$ cat src/rtl/weight_ram_pkg.sv
// Shared constants and types for the WeightRAM access scheduler.
// Geometry matches the WeightRAM instance: 128 rows of 10 lanes x 10 bits.
package weight_ram_pkg;

  localparam int LANES = 10;
  localparam int DW    = 10;
  localparam int AW    = 7;
  localparam int LW    = 4;
  localparam int DEPTH = 1 << AW;
  localparam int RW    = LANES * DW;

  localparam logic [LW-1:0] LANE_LIMIT = LW'(LANES);

  typedef logic [RW-1:0] row_t;

  typedef enum logic [2:0] {
    ST_IDLE,
    ST_RD_ISSUE,
    ST_RD_CAP,
    ST_DL_RD,
    ST_DL_WAIT,
    ST_DL_WR,
    ST_CLR,
    ST_RAND
  } state_t;

  // Every scheduler output, held in one register bank.
  typedef struct packed {
    logic          rd_ack;
    logic          rd_valid;
    row_t          rd_data;
    logic          dl_ack;
    logic          dl_err;
    logic          busy;
    logic [AW-1:0] ram_addr;
    row_t          ram_d;
    logic          ram_we;
    logic          ram_in;
  } out_t;

  function automatic logic lane_ok(input logic [LW-1:0] lane);
    return lane < LANE_LIMIT;
  endfunction

endpackage

$ cat src/rtl/weight_lane_merge.sv
// Replaces one lane of a WeightRAM row with a new weight, leaving the
// other lanes untouched; out-of-range lanes pass the row through.
module weight_lane_merge
  import weight_ram_pkg::*;
(
  input  logic [RW-1:0] row,
  input  logic [LW-1:0] lane,
  input  logic [DW-1:0] data,
  output logic [RW-1:0] merged
);

  always_comb begin
    merged = row;
    for (int i = 0; i < LANES; i++) begin
      if (lane == LW'(i)) merged[i*DW +: DW] = data;
    end
  end

endmodule

$ cat src/rtl/weight_ram_scheduler.sv
// Arbitrates WeightRAM between inference row reads and single-lane weight
// downloads (read-modify-write), and sequences full clear and randomize.
module weight_ram_scheduler
  import weight_ram_pkg::*;
#(
  parameter int STARVE_MAX = 8
) (
  input  logic                CLOCK_50,
  input  logic                rst,
  input  logic                rd_req,
  input  logic [AW-1:0]       rd_addr,
  output logic                rd_ack,
  output logic                rd_valid,
  output logic [RW-1:0]       rd_data,
  input  logic                dl_req,
  input  logic [AW-1:0]       dl_addr,
  input  logic [LW-1:0]       dl_lane,
  input  logic [DW-1:0]       dl_data,
  output logic                dl_ack,
  output logic                dl_err,
  input  logic                clr_req,
  input  logic                rand_req,
  output logic                busy,
  output logic [AW-1:0]       ram_addr,
  output logic [RW-1:0]       ram_d,
  output logic                ram_we,
  output logic                ram_in,
  input  logic [RW-1:0]       ram_q
);

  localparam int SW = $clog2(STARVE_MAX + 1);
  localparam logic [SW-1:0] STARVE_LIMIT = SW'(STARVE_MAX);

  state_t        state, state_nxt;
  out_t          o_q, o_d;
  logic [SW-1:0] starve_cnt, starve_nxt;
  logic [AW-1:0] clr_cnt, clr_nxt;
  logic [LW-1:0] lane_q;
  logic [DW-1:0] data_q;
  row_t          merged_row;

  logic in_idle, rd_ok, dl_ok, dl_force;
  logic clr_go, rand_go, dl_go, rd_go, dl_bad;

  // A request whose ack is on the outputs this cycle is the one just served.
  assign in_idle  = (state == ST_IDLE);
  assign rd_ok    = rd_req && !o_q.rd_ack;
  assign dl_ok    = dl_req && !o_q.dl_ack;
  assign dl_force = dl_ok && (starve_cnt == STARVE_LIMIT);

  assign clr_go  = in_idle && clr_req;
  assign rand_go = in_idle && !clr_req && rand_req;
  assign dl_go   = in_idle && !clr_req && !rand_req && (dl_force || (dl_ok && !rd_ok));
  assign rd_go   = in_idle && !clr_req && !rand_req && !dl_force && rd_ok;
  assign dl_bad  = !lane_ok(dl_lane);

  weight_lane_merge u_merge (
    .row    (ram_q),
    .lane   (lane_q),
    .data   (data_q),
    .merged (merged_row)
  );

  // NOTE: sequential state uses <= so every register samples pre-edge values;
  // reset here is synchronous and clears every output, including the row buses.
  always_ff @(posedge CLOCK_50) begin
    if (rst) begin
      state      <= ST_IDLE;
      o_q        <= '0;
      starve_cnt <= '0;
      clr_cnt    <= '0;
      lane_q     <= '0;
      data_q     <= '0;
    end else begin
      state      <= state_nxt;
      o_q        <= o_d;
      starve_cnt <= starve_nxt;
      clr_cnt    <= clr_nxt;
      if (dl_go) begin
        lane_q <= dl_lane;
        data_q <= dl_data;
      end
    end
  end

  // NOTE: each always_comb output gets a default first so no path infers a latch.
  always_comb begin
    state_nxt  = state;
    clr_nxt    = clr_cnt;
    starve_nxt = starve_cnt;

    unique case (state)
      ST_IDLE: begin
        if (clr_go)       state_nxt = ST_CLR;
        else if (rand_go) state_nxt = ST_RAND;
        else if (dl_go)   state_nxt = dl_bad ? ST_IDLE : ST_DL_RD;
        else if (rd_go)   state_nxt = ST_RD_ISSUE;
      end
      ST_RD_ISSUE: state_nxt = ST_RD_CAP;
      ST_RD_CAP:   state_nxt = ST_IDLE;
      ST_DL_RD:    state_nxt = ST_DL_WAIT;
      ST_DL_WAIT:  state_nxt = ST_DL_WR;
      ST_DL_WR:    state_nxt = ST_IDLE;
      ST_CLR:      if (clr_cnt == '1) state_nxt = ST_IDLE;
      ST_RAND:     state_nxt = ST_IDLE;
      default:     state_nxt = ST_IDLE;
    endcase

    if (clr_go) clr_nxt = '0;
    else if (state == ST_CLR && clr_cnt != '1) clr_nxt = clr_cnt + AW'(1);

    // Reads may only starve a waiting download for STARVE_MAX grants.
    if (!dl_req || dl_go) starve_nxt = '0;
    else if (rd_go && starve_cnt != STARVE_LIMIT) starve_nxt = starve_cnt + SW'(1);
  end

  always_comb begin
    o_d          = o_q;
    o_d.rd_ack   = 1'b0;
    o_d.rd_valid = 1'b0;
    o_d.dl_ack   = 1'b0;
    o_d.dl_err   = 1'b0;
    o_d.ram_we   = 1'b0;
    o_d.ram_in   = 1'b0;
    o_d.busy     = (state_nxt != ST_IDLE);

    unique case (state)
      ST_IDLE: begin
        if (clr_go) begin
          o_d.ram_addr = '0;
          o_d.ram_d    = '0;
          o_d.ram_we   = 1'b1;
        end else if (rand_go) begin
          o_d.ram_in = 1'b1;
        end else if (dl_go) begin
          o_d.ram_addr = dl_addr;
          if (dl_bad) begin
            o_d.dl_ack = 1'b1;
            o_d.dl_err = 1'b1;
          end
        end else if (rd_go) begin
          o_d.ram_addr = rd_addr;
          o_d.rd_ack   = 1'b1;
        end
      end
      ST_RD_CAP: begin
        o_d.rd_data  = ram_q;
        o_d.rd_valid = 1'b1;
      end
      // The addressed row is on ram_q now; write it back with one lane replaced.
      ST_DL_WAIT: begin
        o_d.ram_d  = merged_row;
        o_d.ram_we = 1'b1;
        o_d.dl_ack = 1'b1;
      end
      ST_CLR: begin
        if (clr_cnt != '1) begin
          o_d.ram_addr = clr_cnt + AW'(1);
          o_d.ram_d    = '0;
          o_d.ram_we   = 1'b1;
        end
      end
      default: ;
    endcase
  end

  assign rd_ack   = o_q.rd_ack;
  assign rd_valid = o_q.rd_valid;
  assign rd_data  = o_q.rd_data;
  assign dl_ack   = o_q.dl_ack;
  assign dl_err   = o_q.dl_err;
  assign busy     = o_q.busy;
  assign ram_addr = o_q.ram_addr;
  assign ram_d    = o_q.ram_d;
  assign ram_we   = o_q.ram_we;
  assign ram_in   = o_q.ram_in;

endmodule
$ cat config.mk
export PLATFORM = sky130hd
export DESIGN_NAME = weight_ram_scheduler
export DESIGN_NICKNAME = d
export VERILOG_FILES = /design/src/rtl/weight_ram_pkg.sv /design/src/rtl/weight_lane_merge.sv /design/src/rtl/weight_ram_scheduler.sv
export SDC_FILE = /design/constraint.sdc
export NUM_CORES = 1
export LEC_CHECK = 0
export ABC_AREA = 1
export CAP_MARGIN = 20
export CORE_ASPECT_RATIO = 1.4
export CORE_MARGIN = 5
export CORE_UTILIZATION = 41
export DETAILED_ROUTE_END_ITERATION = 10
export PLACE_DENSITY = 0.77
export SKIP_CTS_REPAIR_TIMING = 1
export SYNTH_ARGS = -nofsm -noshare
export SYNTH_HDL_FRONTEND = slang
export SYNTH_SLANG_ARGS = --single-unit
$ cat constraint.sdc
create_clock -name CLOCK_50 -period 1.4 [get_ports CLOCK_50]
set_input_delay 0.28 -clock CLOCK_50 [delete_from_list [all_inputs] [get_ports CLOCK_50]]
set_output_delay 0.28 -clock CLOCK_50 [all_outputs]
set_load 0.05 [all_outputs]
==> metrics.md, run 1 <==
| Metric | Value |
|---|---|
| Synth Area per Inst | `~7.5 µm²` |
| Commonest non-fill, non-tap cell in the layout | `nand2_1` |
| Synth cell types | `28` |
| FF-to-FF path depth | `10` |
| Grt ovf | `0` |
| Critical R2R Capture | `ram_d[83]` |
| Clock transition at the registers of the reported paths | `around 0.06 ns` |
| Clock Skew | `slightly above 0.009 ns` |
| Die X-Extent | `approximately 140 µm` |
| Slew @ Worst Pin | `0.500 ns` |
| R2R Setup Slk | `-0.44 ns` |
| Syn Std Cell Area | `~9900 µm²` |
| Pwr/cell area | `between 2000 and 2500 nW/µm²` |
| WHS | `0.327 ns` |
| Initial Utilization | `roughly two fifths` |
| Outcome | `complete, but fails checks` |
| Yosys warns | `0` |
| Crit Path Max Fanout | `22` |
| Syn_nets | `1452` |
| Clk Latency, worst-skew pair | `0.52 ns` |
| Startpoint Class | `register` |
| Iteration-0 DRC Markers | `approximately 900` |
| Kind of critical path | `reg2reg` |
| Vias | `about 12000` |
| Detailed placement HPWL | `between 20000 and 30000 µm` |
| Total wire length | `roughly 47000 µm` |
| Buffer depth of the longest clock path | `3` |
| Cells after Synth | `~1300` |
| Fin nets | `1840` |
| Post-route clock period utilization | `132%` |
| TritonCTS clock tree | `yes` |
| VDD IR max | `between 0.0015 and 0.002 V` |
| Crit path arrival time | `between 2 and 2.5 ns` |
| Final instance area | `18600 µm²` |
| CP Capture Type | `register` |
| Max-cap viol count | `0` |
| Pin count of the biggest net entering global routing | `87` |
| Final min period | `1.84 ns` |
| TNS Setup | `-40.22 ns` |
| Die Y | `about 190 µm` |
| Port bufs | `347` |
| Row cnt | `between 60 and 70` |
| Wirelength per Cell | `~23 µm` |
| Gpl congestion | `0.864` |
| Pins Over Slew Limit | `0` |
| Post-placement setup slack | `-0.468 ns` |
| Relative slew slack | `between 60% and 70%` |
| GRT Total Usage | `between 20% and 30%` |
| Initial antenna violation count | `1` |
| Worst Hold Class | `in2reg` |
| Total Power | `between 30 and 40 mW` |
| Clock root buffer | `clkbuf_16` |
| Drt drc | `0` |
| DP Area | `16400 µm²` |
| Detailed Routing Iterations Pass 1 | `6` |
| Die area | `27300 µm²` |
| Commonest non-fill, non-tap cells in the layout | `nand2_1, buf_12, dfxtp_1` |
| RSZ-0062 raised after global routing | `yes` |
| Final WS setup | `-0.444 ns` |
| CTS Buf Count | `25` |
| Hold Path Sink | `ram_d[65]` |
| WP data required | `around 1.8 ns` |
| First-pass GRT wire length | `between 50000 and 60000 µm` |
| I/O pin cnt | `between 300 and 400` |
| Hold Crit Depth | `3` |
| Share of layout cells above drive strength 1 | `roughly 32%` |
| FMAX | `approximately 0.54 GHz` |
| ANT nets after route | `0` |
| Seq/Total Area, Yosys | `between 40% and 50%` |
| Failing checks | `negative setup slack` |
| Vias in the first global route | `~11000` |
| Hold Startpoint | `rst` |
| Synth Register Bits | `between 200 and 250` |
| Final Hold Fails | `0` |
| Core ar. | `23800 µm²` |
| LEAKAGE | `roughly 7.0 nW` |
| Max H-tree Level | `1` |
| # setup viols final | `159` |
| CTS sink cnt | `around 240` |
| R2r startpoint | `clr_cnt[5]` |
| Vias per inst | `~5.7` |
| Layout area overhead | `88.3%` |
-- per-stage QoR --
stage               util [%]  std cells
floorplan                  -       1315
global placement        68.9       1952
detailed placement      68.9       1952
CTS                     72.6       1995
global route            78.0       2030
finish                  78.0       2030
-- power by group --
| part | internal (mW) | switching [mW] |
|---|---|---|
| registers | 8.66 | 1.88 |
| logic | 9.87 | 12.3 |
| clock network | 4.45 | 2.84 |
| total | 23.0 | 17.0 |
-- cell usage after synthesis (all sizes together) --
library cell | number | area [µm²]
xor2 | 2 | 17.5
a21oi | 224 | 1120
nand3 | 21 | 115
and3 | 1 | 6.26
nor3 | 4 | 25.0
nor2 | 61 | 234
nand4 | 1 | 6.26
o21bai | 1 | 7.51
nor4 | 1 | 6.26
inv | 159 | 597
xnor2 | 1 | 8.76
a211oi | 1 | 7.51
ha | 3 | 37.5
buf | 19 | 134
dfxtp | 242 | 4840
o21ai | 124 | 621
clkbuf | 84 | 315
or2 | 1 | 6.26
o211ai | 101 | 758
nand2 | 264 | 998
-- flip-flops by register name, summed over array words and instances (netlist names), 3 cells and up --
| name | flops |
|---|---|
| clr_cnt | 7 |
| ram_addr | 7 |
| state | 3 |
| starve_cnt | 4 |
| rd_data | 100 |
| lane_q | 4 |
| ram_d | 100 |
| data_q | 10 |
-- area by class of cell --
| class | count | area (µm²) |
|---|---|---|
| multi-input cells | 813 | 4690 |
| repair buffers | 461 | 7120 |
| clock buffers | 35 | 713 |
| repair inverters | 1 | 6.26 |
| well taps | 310 | 388 |
| flip-flops and latches | 242 | 4880 |
| inverters | 159 | 616 |
| fillers | 1380 | 5230 |
| diodes | 1 | 2.50 |
| clock inverters | 8 | 165 |
-- worst max-delay path: stages, from the launching register on --
cell and delay, ns:
dfxtp_2 0.34, nand2_1 0.06, nor2_2 0.16, nand3_2 0.13, nand2_4 0.11, inv_4 0.04
nor3_4 0.20, buf_12 0.18, clkbuf_16 0.21, nand2_1 0.09, a21oi_1 0.20
-- per-layer routing --
| layer | part of all wire, % | vias up | track usage, % | routed length (µm) |
|---|---|---|---|---|
| met5 | 0 | - | 0 | 0 |
| met4 | 7.0 | 0 | 13.1 | 3260 |
| met2 | 51 | 699 | 49.7 | 23900 |
| li1 | - | 5128 | - | - |
| met3 | 7.8 | 203 | 4.54 | 3650 |
| met1 | 34 | 5559 | 30.2 | 15700 |
-- worst max-delay path by stage --
stage                     from     endpoint  cells after the start
detailed placement      dl_req  ram_addr[0]                     12
finish              clr_cnt[5]    ram_d[83]                     10
global placement       clr_req  ram_addr[0]                     11
floorplan           clr_cnt[4]    ram_d[44]                     10
CTS                 clr_cnt[5]     ram_d[6]                      9
global route        clr_cnt[5]    ram_d[83]                     10
-- cell families after synthesis --
logic type      share of synthesized area [%]
fa+ha+maj                               0.380
buf+inv                                  10.6
flops                                    49.1
compound gates                           25.5
xor+xnor                                0.266
simple gates                             14.2
Power figures use the tool's default switching activity.
==> inputs of run 2 (changes only) <==
- CTS_BUF_LIST: not set -> sky130_fd_sc_hd__clkbuf_4 sky130_fd_sc_hd__clkbuf_8 sky130_fd_sc_hd__clkbuf_16
- SKIP_CTS_REPAIR_TIMING: 1 -> not set
==> metrics.md, run 2 (synthesized netlist as in run 1, its figures left out) <==
| Metric | Value |
|---|---|
| VDD IR max | `0.00172 V (was 0.00152 V)` |
| Die Y | `194 µm (unchanged)` |
| Pins Over Slew Limit | `0 (unchanged)` |
| Iteration-0 DRC Markers | `1187 (was 914)` |
| Final instance area | `19400 µm² (was 18600 µm²)` |
| Drt drc | `0 (unchanged)` |
| Wirelength per Cell | `25.9 µm (was 22.9 µm)` |
| Relative slew slack | `63.7% (was 66.7%)` |
| Gpl congestion | `0.864 (unchanged)` |
| Pin count of the biggest net entering global routing | `85 (was 87)` |
| Vias | `12397 (was 11589)` |
| Fillers | `1172 (was 1380)` |
| Slew @ Worst Pin | `0.545 ns (was 0.500 ns)` |
| Area of the multi-input gates | `4950 µm² (was 4690 µm²)` |
| # setup viols final | `186 (was 159)` |
| Sequential cell area | `4880 µm² (unchanged)` |
| CTS sink cnt | `242 (unchanged)` |
| CTS Buf Count | `25 (unchanged)` |
| Final Hold Fails | `0 (unchanged)` |
| ANT nets after route | `0 (unchanged)` |
| Initial Utilization | `41.4% (unchanged)` |
| Fin nets | `1871 (was 1840)` |
| Total Power | `42.8 mW (was 40.0 mW)` |
| GRT Total Usage | `30.0% (was 27.2%)` |
| Vias in the first global route | `11354 (was 10685)` |
| Switching Share | `42.9% (was 42.6%)` |
| First-pass GRT wire length | `65000 µm (was 59700 µm)` |
| Clock Skew | `0.0179 ns (was 0.00908 ns)` |
| Internal | `24.5 mW (was 23.0 mW)` |
| Die area | `27300 µm² (unchanged)` |
| Kind of critical path | `reg2reg (unchanged)` |
| Detailed placement HPWL | `28500 µm (unchanged)` |
| Sequential Power Share | `24.8% (was 26.3%)` |
| Final WS setup | `-0.377 ns (was -0.444 ns)` |
| TritonCTS clock tree | `yes (unchanged)` |
| Crit Path Max Fanout | `6 (was 22)` |
| Share of layout cells above drive strength 1 | `35.5% (was 32.1%)` |
| Clock transition at the registers of the reported paths | `0.06 ns (about the same)` |
| Hold buffers post-CTS | `0` |
| Clk Latency, worst-skew pair | `0.53 ns (was 0.52 ns)` |
| Commonest non-fill, non-tap cell in the layout | `buf_12 (was nand2_1)` |
| RSZ-0062 raised after global routing | `yes (unchanged)` |
| Commonest non-fill, non-tap cells in the layout | `buf_12, nand2_1, dfxtp_1 (was nand2_1, buf_12, dfxtp_1)` |
| Layout area overhead | `96.8% (was 88.3%)` |
| Port bufs | `347 (unchanged)` |
| Pwr/cell area | `2200 nW/µm² (was 2150 nW/µm²)` |
| Buffer depth of the longest clock path | `3 (unchanged)` |
| Core ar. | `23800 µm² (unchanged)` |
| Switching Power | `18.3 mW (was 17.0 mW)` |
| Comb pwr share | `57.7% (was 55.4%)` |
| WP data required | `1.80 ns (was 1.83 ns)` |
| I/O pin cnt | `348 (unchanged)` |
| Total wire length | `53500 µm (was 46600 µm)` |
| LEAKAGE | `7.35 nW (was 7.00 nW)` |
| Vias per inst | `6.01 (was 5.71)` |
| Post-route clock period utilization | `127% (was 132%)` |
| Max H-tree Level | `1 (unchanged)` |
| Clock share of power | `17.5% (was 18.2%)` |
| Worst Hold Class | `in2reg (unchanged)` |
| CP Capture Type | `register (unchanged)` |
| FMAX | `0.563 GHz (was 0.542 GHz)` |
| Detailed Routing Iterations Pass 1 | `6 (unchanged)` |
| Outcome | `complete, but fails checks (unchanged)` |
| Startpoint Class | `register (unchanged)` |
| DP Area | `16400 µm² (unchanged)` |
| Max-cap viol count | `0 (unchanged)` |
| Grt ovf | `0 (unchanged)` |
| Die X-Extent | `141 µm (unchanged)` |
| Row cnt | `67 (unchanged)` |
| Failing checks | `negative setup slack (unchanged)` |
| Crit path arrival time | `2.17 ns (was 2.27 ns)` |
| Final min period | `1.78 ns (was 1.84 ns)` |
| Initial antenna violation count | `2 (was 1)` |
| Clock root buffer | `clkbuf_16 (unchanged)` |
## run 2: timing repair
| item | CTS | global route |
|---|---|---|
| resized for setup | 98 | 263 |
| endpoints found under the setup margin | 152 | 237 |
| setup buffers | 11 | 24 |
| pin swaps | 12 | 36 |
| gates cloned | 11 | 22 |
| hold endpoints to repair | 0 | 0 |
## run 2: worst max-delay path: stages, from the launching register on
cell     delay (ns)
dfxtp_2        0.33
inv_2          0.08
ha_4           0.14
nand2_4        0.05
nor2_4         0.16
nand2_4        0.10
nand2_8        0.12
buf_12         0.13
nand2_8        0.08
o21ai_2        0.11
nor2_1         0.05
nor2_1         0.19
nor2_1         0.09
## run 2: area by class of cell
type	instances	area share, %
multi-input combinational	814	25.5
antenna	3	0.0387
timing repair buffer	491	39.5
sequential	242	25.1
clock buffer	35	3.77
clock inverter	8	0.850
timing repair inverter	1	0.0580
tap	310	2.00
inverter	159	3.20
## run 2: power groups by stage
stage	Combinational, mW	Sequential [mW]	Clock [mW]
after detailed placement	19.1	10.6	0
final	24.7	10.6	7.49
after floorplan	4.53	15.2	0
after global routing	25.3	10.8	7.75
after CTS	20.9	10.5	7.42
after global placement	18.8	10.5	0
## run 2: final timing paths
kind / from / to / slack [ns] / depth (start not counted)
worst max register to register: starve_cnt[1] / ram_addr[1] / -0.38 / 12
worst min-delay path: rst / ram_d[83] / 0.33 / 3
worst max-delay path: starve_cnt[1] / ram_addr[1] / -0.38 / 12
worst min register to register: rd_data[36] / rd_data[36] / 0.48 / 2
## run 2: layer usage
metal,vias up,share of wire (%),track usage [%]
met5,-,0,0
met4,0,9.4,17.2
met3,337,9.3,4.91
met2,938,49,53.7
met1,5910,32,33.0
li1,5212,-,-
## run 2: per-stage QoR
stage	setup slack [ns]	util (%)	cells	hold WS (ns)	setup TNS, ns
2_1_floorplan	-0.107	-	1315	0.423	-8.22
3_3_place_gp	-0.412	68.9	1952	0.438	-35.69
3_5_place_dp	-0.468	68.9	1952	0.448	-42.02
4_1_cts	-0.262	75.5	2017	0.296	-25.09
5_1_grt	-0.429	81.6	2062	0.340	-43.84
6_report	-0.377	81.6	2063	0.332	-33.11
